`config.mk`:
```
export PLATFORM = sky130hd
export DESIGN_NAME = serial_adder_8bit_flat
export DESIGN_NICKNAME = d
export VERILOG_FILES = /design/src/rtl/serial_adder_8bit_if.sv /design/src/rtl/serial_adder_8bit.sv /design/src/flat_wrapper.sv
export SDC_FILE = /design/constraint.sdc
export NUM_CORES = 1
export LEC_CHECK = 0
export ABC_AREA = 1
export BUFFER_PORTS_ARGS = -buffer_cell sky130_fd_sc_hd__buf_2
export CAP_MARGIN = 20
export CORE_ASPECT_RATIO = 1.2
export CORE_MARGIN = 4
export CORE_UTILIZATION = 40
export CTS_BUF_LIST = sky130_fd_sc_hd__clkbuf_8
export CTS_CLUSTER_DIAMETER = 100
export CTS_CLUSTER_SIZE = 16
export DETAILED_ROUTE_END_ITERATION = 7
export SKIP_LAST_GASP = 1
export SYNTH_ARGS = -nofsm -noshare
export SYNTH_HDL_FRONTEND = slang
export SYNTH_SLANG_ARGS = --single-unit
export TNS_END_PERCENT = 30
```
`constraint.sdc`:
```
create_clock -name clk -period 1.6 [get_ports clk]
set_input_delay 0.24 -clock clk [delete_from_list [all_inputs] [get_ports clk]]
set_output_delay 0.24 -clock clk [all_outputs]
set_load 0.03 [all_outputs]
```
`src/rtl/serial_adder_8bit_if.sv`:
```
// Controller-to-adder bundle: operand request from the calculator FSM and the
// registered result/status returned by the bit-serial adder.
interface serial_adder_8bit_if #(
  parameter int WIDTH = 8
);
  logic             start;
  logic [WIDTH-1:0] A;
  logic [WIDTH-1:0] B;
  logic             CarryIn;
  logic [WIDTH-1:0] Sum;
  logic             error;
  logic             busy;
  logic             done;

  modport master (
    output start, A, B, CarryIn,
    input  Sum, error, busy, done
  );

  modport slave (
    input  start, A, B, CarryIn,
    output Sum, error, busy, done
  );
endinterface

```
`src/rtl/serial_adder_8bit.sv`:
```
// Bit-serial unsigned adder: one full-adder step per clock, LSB first, giving
// {error,Sum} = A + B + CarryIn with a one-cycle done pulse on completion.
module serial_adder_8bit #(
  parameter int WIDTH = 8
) (
  input  logic                clk,
  input  logic                rst_n,
  serial_adder_8bit_if.slave  bus
);

  localparam int CW = $clog2(WIDTH) + 1;

  typedef enum logic [1:0] {
    IDLE = 2'd0,
    ADD  = 2'd1,
    DONE = 2'd2
  } state_e;

  state_e           state_q, state_d;
  logic [WIDTH-1:0] aShift_q, aShift_d;
  logic [WIDTH-1:0] bShift_q, bShift_d;
  logic [WIDTH-1:0] result_q, result_d;
  logic             carry_q, carry_d;
  logic [CW-1:0]    count_q, count_d;
  logic [WIDTH-1:0] sum_q, sum_d;
  logic             error_q, error_d;
  logic             busy_q, busy_d;
  logic             done_q, done_d;

  logic             bitSum;
  logic             bitCarry;
  logic             lastBit;

  assign bitSum   = aShift_q[0] ^ bShift_q[0] ^ carry_q;
  assign bitCarry = (aShift_q[0] & bShift_q[0]) |
                    (aShift_q[0] & carry_q)     |
                    (bShift_q[0] & carry_q);
  assign lastBit  = (count_q == CW'(WIDTH - 1));

  always_ff @(posedge clk) begin
    if (!rst_n) begin
      state_q  <= IDLE;
      aShift_q <= '0;
      bShift_q <= '0;
      result_q <= '0;
      carry_q  <= 1'b0;
      count_q  <= '0;
      sum_q    <= '0;
      error_q  <= 1'b0;
      busy_q   <= 1'b0;
      done_q   <= 1'b0;
    end else begin
      state_q  <= state_d;
      aShift_q <= aShift_d;
      bShift_q <= bShift_d;
      result_q <= result_d;
      carry_q  <= carry_d;
      count_q  <= count_d;
      sum_q    <= sum_d;
      error_q  <= error_d;
      busy_q   <= busy_d;
      done_q   <= done_d;
    end
  end

  // busy/done are computed for the next state so they leave the flops aligned with it.
  always_comb begin
    state_d  = state_q;
    aShift_d = aShift_q;
    bShift_d = bShift_q;
    result_d = result_q;
    carry_d  = carry_q;
    count_d  = count_q;
    sum_d    = sum_q;
    error_d  = error_q;
    busy_d   = 1'b0;
    done_d   = 1'b0;

    unique case (state_q)
      IDLE: begin
        if (bus.start) begin
          aShift_d = bus.A;
          bShift_d = bus.B;
          carry_d  = bus.CarryIn;
          result_d = '0;
          count_d  = '0;
          busy_d   = 1'b1;
          state_d  = ADD;
        end
      end

      ADD: begin
        aShift_d = aShift_q >> 1;
        bShift_d = bShift_q >> 1;
        result_d = {bitSum, result_q[WIDTH-1:1]};
        carry_d  = bitCarry;
        count_d  = count_q + CW'(1);
        busy_d   = 1'b1;
        if (lastBit) begin
          sum_d   = {bitSum, result_q[WIDTH-1:1]};
          error_d = bitCarry;
          done_d  = 1'b1;
          state_d = DONE;
        end
      end

      DONE: begin
        state_d = IDLE;
      end

      default: begin
        state_d = IDLE;
      end
    endcase
  end

  assign bus.Sum   = sum_q;
  assign bus.error = error_q;
  assign bus.busy  = busy_q;
  assign bus.done  = done_q;

endmodule

```
`src/flat_wrapper.sv`:
```
// flat-port wrapper written by rule: the top's interface ports become plain ports
module serial_adder_8bit_flat 
#(
  parameter int WIDTH = 8
)
  (clk, rst_n, bus_start, bus_A, bus_B, bus_CarryIn, bus_Sum, bus_error, bus_busy, bus_done);
  serial_adder_8bit_if #(.WIDTH(WIDTH)) bus_i ();
  input  logic clk;
  input  logic rst_n;
  input wire logic [$bits(bus_i.start)-1:0] bus_start;
  input wire logic [$bits(bus_i.A)-1:0] bus_A;
  input wire logic [$bits(bus_i.B)-1:0] bus_B;
  input wire logic [$bits(bus_i.CarryIn)-1:0] bus_CarryIn;
  output wire logic [$bits(bus_i.Sum)-1:0] bus_Sum;
  output wire logic [$bits(bus_i.error)-1:0] bus_error;
  output wire logic [$bits(bus_i.busy)-1:0] bus_busy;
  output wire logic [$bits(bus_i.done)-1:0] bus_done;
  assign bus_i.start = bus_start;
  assign bus_i.A = bus_A;
  assign bus_i.B = bus_B;
  assign bus_i.CarryIn = bus_CarryIn;
  assign bus_Sum = bus_i.Sum;
  assign bus_error = bus_i.error;
  assign bus_busy = bus_i.busy;
  assign bus_done = bus_i.done;
  serial_adder_8bit #(.WIDTH(WIDTH)) u_core (.clk(clk), .rst_n(rst_n), .bus(bus_i));
endmodule
```
==> summary.md <==
The run finished with clean final reports. The internal power is 1.438 mW. The tools report the overall die area as 5412 µm².

The count of final setup violators came out at 0. Gates resized during post-CTS repair numbered 0. The number of setup buffers added after CTS is 0.

The sequential group share of total power came out at 0.556. The tightest slew margin relative to the limit was 0.7808; the final design utilization was 0.5045. The run gives 417 as the count of filler cells inserted in the layout. The total power is 1.936 mW, and the clock share of power is 0.328. The die width works out to 67.83 µm. The number of nets produced by synthesis was 264; the switching power as a share of total power was 0.2573. The aggregate global-route resource usage was 0.1576; the clock network latency to the later pin of the worst-skew pair was 290 ps.

Synthesis produced 242 cells. Ratio of cells with drive above 1 in the final layout: 0.1900. Clock-pin slew was measured on the worst setup and hold paths at 80 ps. In the final routed layout, each cell accounts on average for 11.34 µm. Before antenna repair, the detailed router went through 4 iterations. The final-report hold violation count was 0. The tools report the startpoint kind of the worst setup timing path as a register. The path class of the lowest-slack min-delay path is in2reg. The tools report the via total after detailed routing as 1548.

No sink is reached through more buffers than the 2 on the longest clock path. During I/O placement, the number of pins put on the boundary was 31. The tools report the setup slack of the worst register-to-register path as 310 ps.

The end point of the critical path was u_core.bus.Sum[0]$_SDFFE_PN0P_. The first routing iteration left 69 violations. The number of global-route vias before repair was 1412.

The HPWL after detailed placement is 2778 µm. The capture point of the worst reg-to-reg path was u_core.bus.Sum[0]$_SDFFE_PN0P_. After detailed routing, the total wire length is 3776 µm.

The run gives 1460 ps as the arrival time at the worst endpoint. The area growth from synthesis to layout is 18.50%. The number of cells in the finished layout apart from fillers was 333.

The endpoint type of the worst setup path was a register. The floorplan has 25 rows. The tools report the max-slew violation count as 0. The first global-routing pass estimated 6486 µm of wire. The area of the core is 4035 µm². The fmax was 775.1 MHz; the die outline height was 79.79 µm. For the summed negative setup slack over all endpoints, the log shows 0 ps. The largest vdd supply drop is 0.6685 mV, and the number of port buffers is 30. The cell sitting at the root of the clock tree is a sky130_fd_sc_hd__clkbuf_8. Leaving out fill and tap cells, the most frequent cell in the layout is sky130_fd_sc_hd__nand2_1. The mean post-synth cell area is 7.099 µm², and the switching power is 0.4981 mW. The tools report the worst path required time as 1770 ps.

The run gives 1718 µm² as the cell area after synthesis. Number of buffers inserted by hold repair at cts: 0. The cell depth of the worst flop-to-flop path was 7; the time the worst path needs with I/O delays and setup was 1290 ps. The initial standard-cell utilization of the core was 0.4257. The final cycle utilization of the critical path was 0.8063; the critical-path maximum fanout was 10.

The type of the worst setup path is reg2reg. In this run the remaining antenna-violating nets after routing total 0. The tools report the post-route DRC violation count as 0.

The worst setup path startpoint is u_core.count_q[0]$_SDFFE_PN0P_. Across the routed clock network, the largest skew measured is 8.898 ps. The H-tree generated during clock tree synthesis spans 2 levels. The tools report the count of antenna diodes in the layout as 0. The power per cell area was 951.1 nW/µm²; the final design area excluding fillers was 2036 µm². Entering global routing, the biggest net connects 20 pins.

Summing all placed instances gives a cell area of 1952 µm². In the routed layout, each cell is associated on average with a via count of 4.649. Routability-driven placement finished with a final weighted congestion of 0.7157.

Clock tree synthesis found a total of 41 sinks. The number of synthesis warnings was 0; the number of nets in the layout was 300. The startpoint identified for the worst register-to-register timing path is u_core.count_q[0]$_SDFFE_PN0P_. The count of unique library cells instantiated by Yosys is 17, and the initial antenna violation count is 0. The run gives 0.115 as the portion of total power attributed to combinational logic. TritonCTS built the clock tree. After detailed placement, the design holds a cell count of 325. The post-synthesis register bit count is 41. The portion of the post-synthesis area used by sequential elements was 0.4778. At the pin with the least slew margin, the transition time is 328.4 ps. The analysis attributes to cell leakage a power of 0.9976 nW.

The library cells used most frequently in the layout, excluding fill and tap cells, are 76 x sky130_fd_sc_hd__nand2_1, 41 x sky130_fd_sc_hd__nand3_1, 41 x sky130_fd_sc_hd__dfxtp_1. Clock tree synthesis inserted a total of 5 buffers. The max-capacitance violation count came out at 0. Setup repair after global routing left no endpoint under its margin. Summed over all layers, the global routing overflow is 0.
cell families (layout without fill, tap and decap cells):
family	after synthesis	in the layout	share of synthesized area
compound gates	17	17	0.04953
fa+ha+maj	2	2	0.01894
buf+inv	33	70	0.08230
flops	41	41	0.4778
simple gates	149	149	0.3714
area by class of cell:
class	instances	area, µm²	area share
clock buffer	5	68.82	0.03380
clock inverter	3	15.01	0.007376
inverter	22	82.58	0.04057
multi-input combinational	168	755.7	0.3712
sequential	41	820.8	0.4032
tap	54	67.56	0.03319
timing repair buffer	40	225.2	0.1106
power by group through the flow:
stage	clock (mW)	combinational, mW	sequential, mW
4_1_cts	0.654	0.227	1.08
2_1_floorplan	0	0.148	1.10
3_3_place_gp	0	0.223	1.10
3_5_place_dp	0	0.225	1.10
5_1_grt	0.709	0.255	1.08
6_report	0.636	0.223	1.08
per-layer routing:
| layer | vias up | routed length, µm | global-route usage |
|---|---|---|---|
| met4 | 0 | 15 | 0.04771 |
| met1 | 678 | 1703 | 0.2032 |
| met2 | 36 | 1820 | 0.2532 |
| li1 | 832 | - | - |
| met5 | - | 0 | 0 |
| met3 | 2 | 236 | 0.04366 |
critical path: stages (launching register included):
cell and delay (ps):
sky130_fd_sc_hd__dfxtp_1 370, sky130_fd_sc_hd__ha_1 170, sky130_fd_sc_hd__nand2_1 80, sky130_fd_sc_hd__nor2_1 130, sky130_fd_sc_hd__nand2_1 110, sky130_fd_sc_hd__buf_4 200, sky130_fd_sc_hd__nand2_1 60, sky130_fd_sc_hd__a21oi_1 50
flip-flops by register name, indices dropped and copies added, names as in the netlist:
| signal | flops |
|---|---|
| u_core.count_q | 4 |
| u_core.bus.busy | 1 |
| u_core.bus.done | 1 |
| u_core.bus.Sum | 8 |
| u_core.bus.error | 1 |
| u_core.result_q | 7 |
| u_core.state_q | 2 |
| u_core.bShift_q | 8 |
| u_core.aShift_q | 8 |
| u_core.carry_q | 1 |
worst min path at each step:
| stage | startpoint | to | slack (ps) | cells past startpoint |
|---|---|---|---|---|
| final | bus_B[7] | u_core.bShift_q[7]$_SDFFE_PN0P_ | 200 | 3 |
| after global routing | bus_A[7] | u_core.aShift_q[7]$_SDFFE_PN0P_ | 210 | 3 |
| after CTS | bus_B[7] | u_core.bShift_q[7]$_SDFFE_PN0P_ | 190 | 3 |
| after detailed placement | u_core.result_q[6]$_SDFFE_PN0P_ | u_core.bus.Sum[5]$_SDFFE_PN0P_ | 450 | 2 |
| after global placement | u_core.result_q[5]$_SDFFE_PN0P_ | u_core.bus.Sum[4]$_SDFFE_PN0P_ | 450 | 2 |
| after floorplan | bus_A[7] | u_core.aShift_q[7]$_SDFFE_PN0P_ | 390 | 2 |
metrics by stage:
step	hold WS, ps	setup WS [ps]
after detailed placement	453.4	322.4
final	198.3	309.9
after global routing	211.0	138.9
after CTS	185.1	302.8
after global placement	449.4	348.8
after floorplan	387.2	405.3
synth_stat cells, drive strengths merged:
master | n | share of area
buf | 7 | 0.025
dfxtp | 41 | 0.48
o21ai | 3 | 0.0087
fa | 1 | 0.012
ha | 1 | 0.0073
clkbuf | 4 | 0.0087
inv | 22 | 0.048
nor2 | 29 | 0.072
nand3 | 41 | 0.12
nand2 | 79 | 0.18
a21oi | 14 | 0.041
Note: power is estimated with default switching activity, not from simulation.
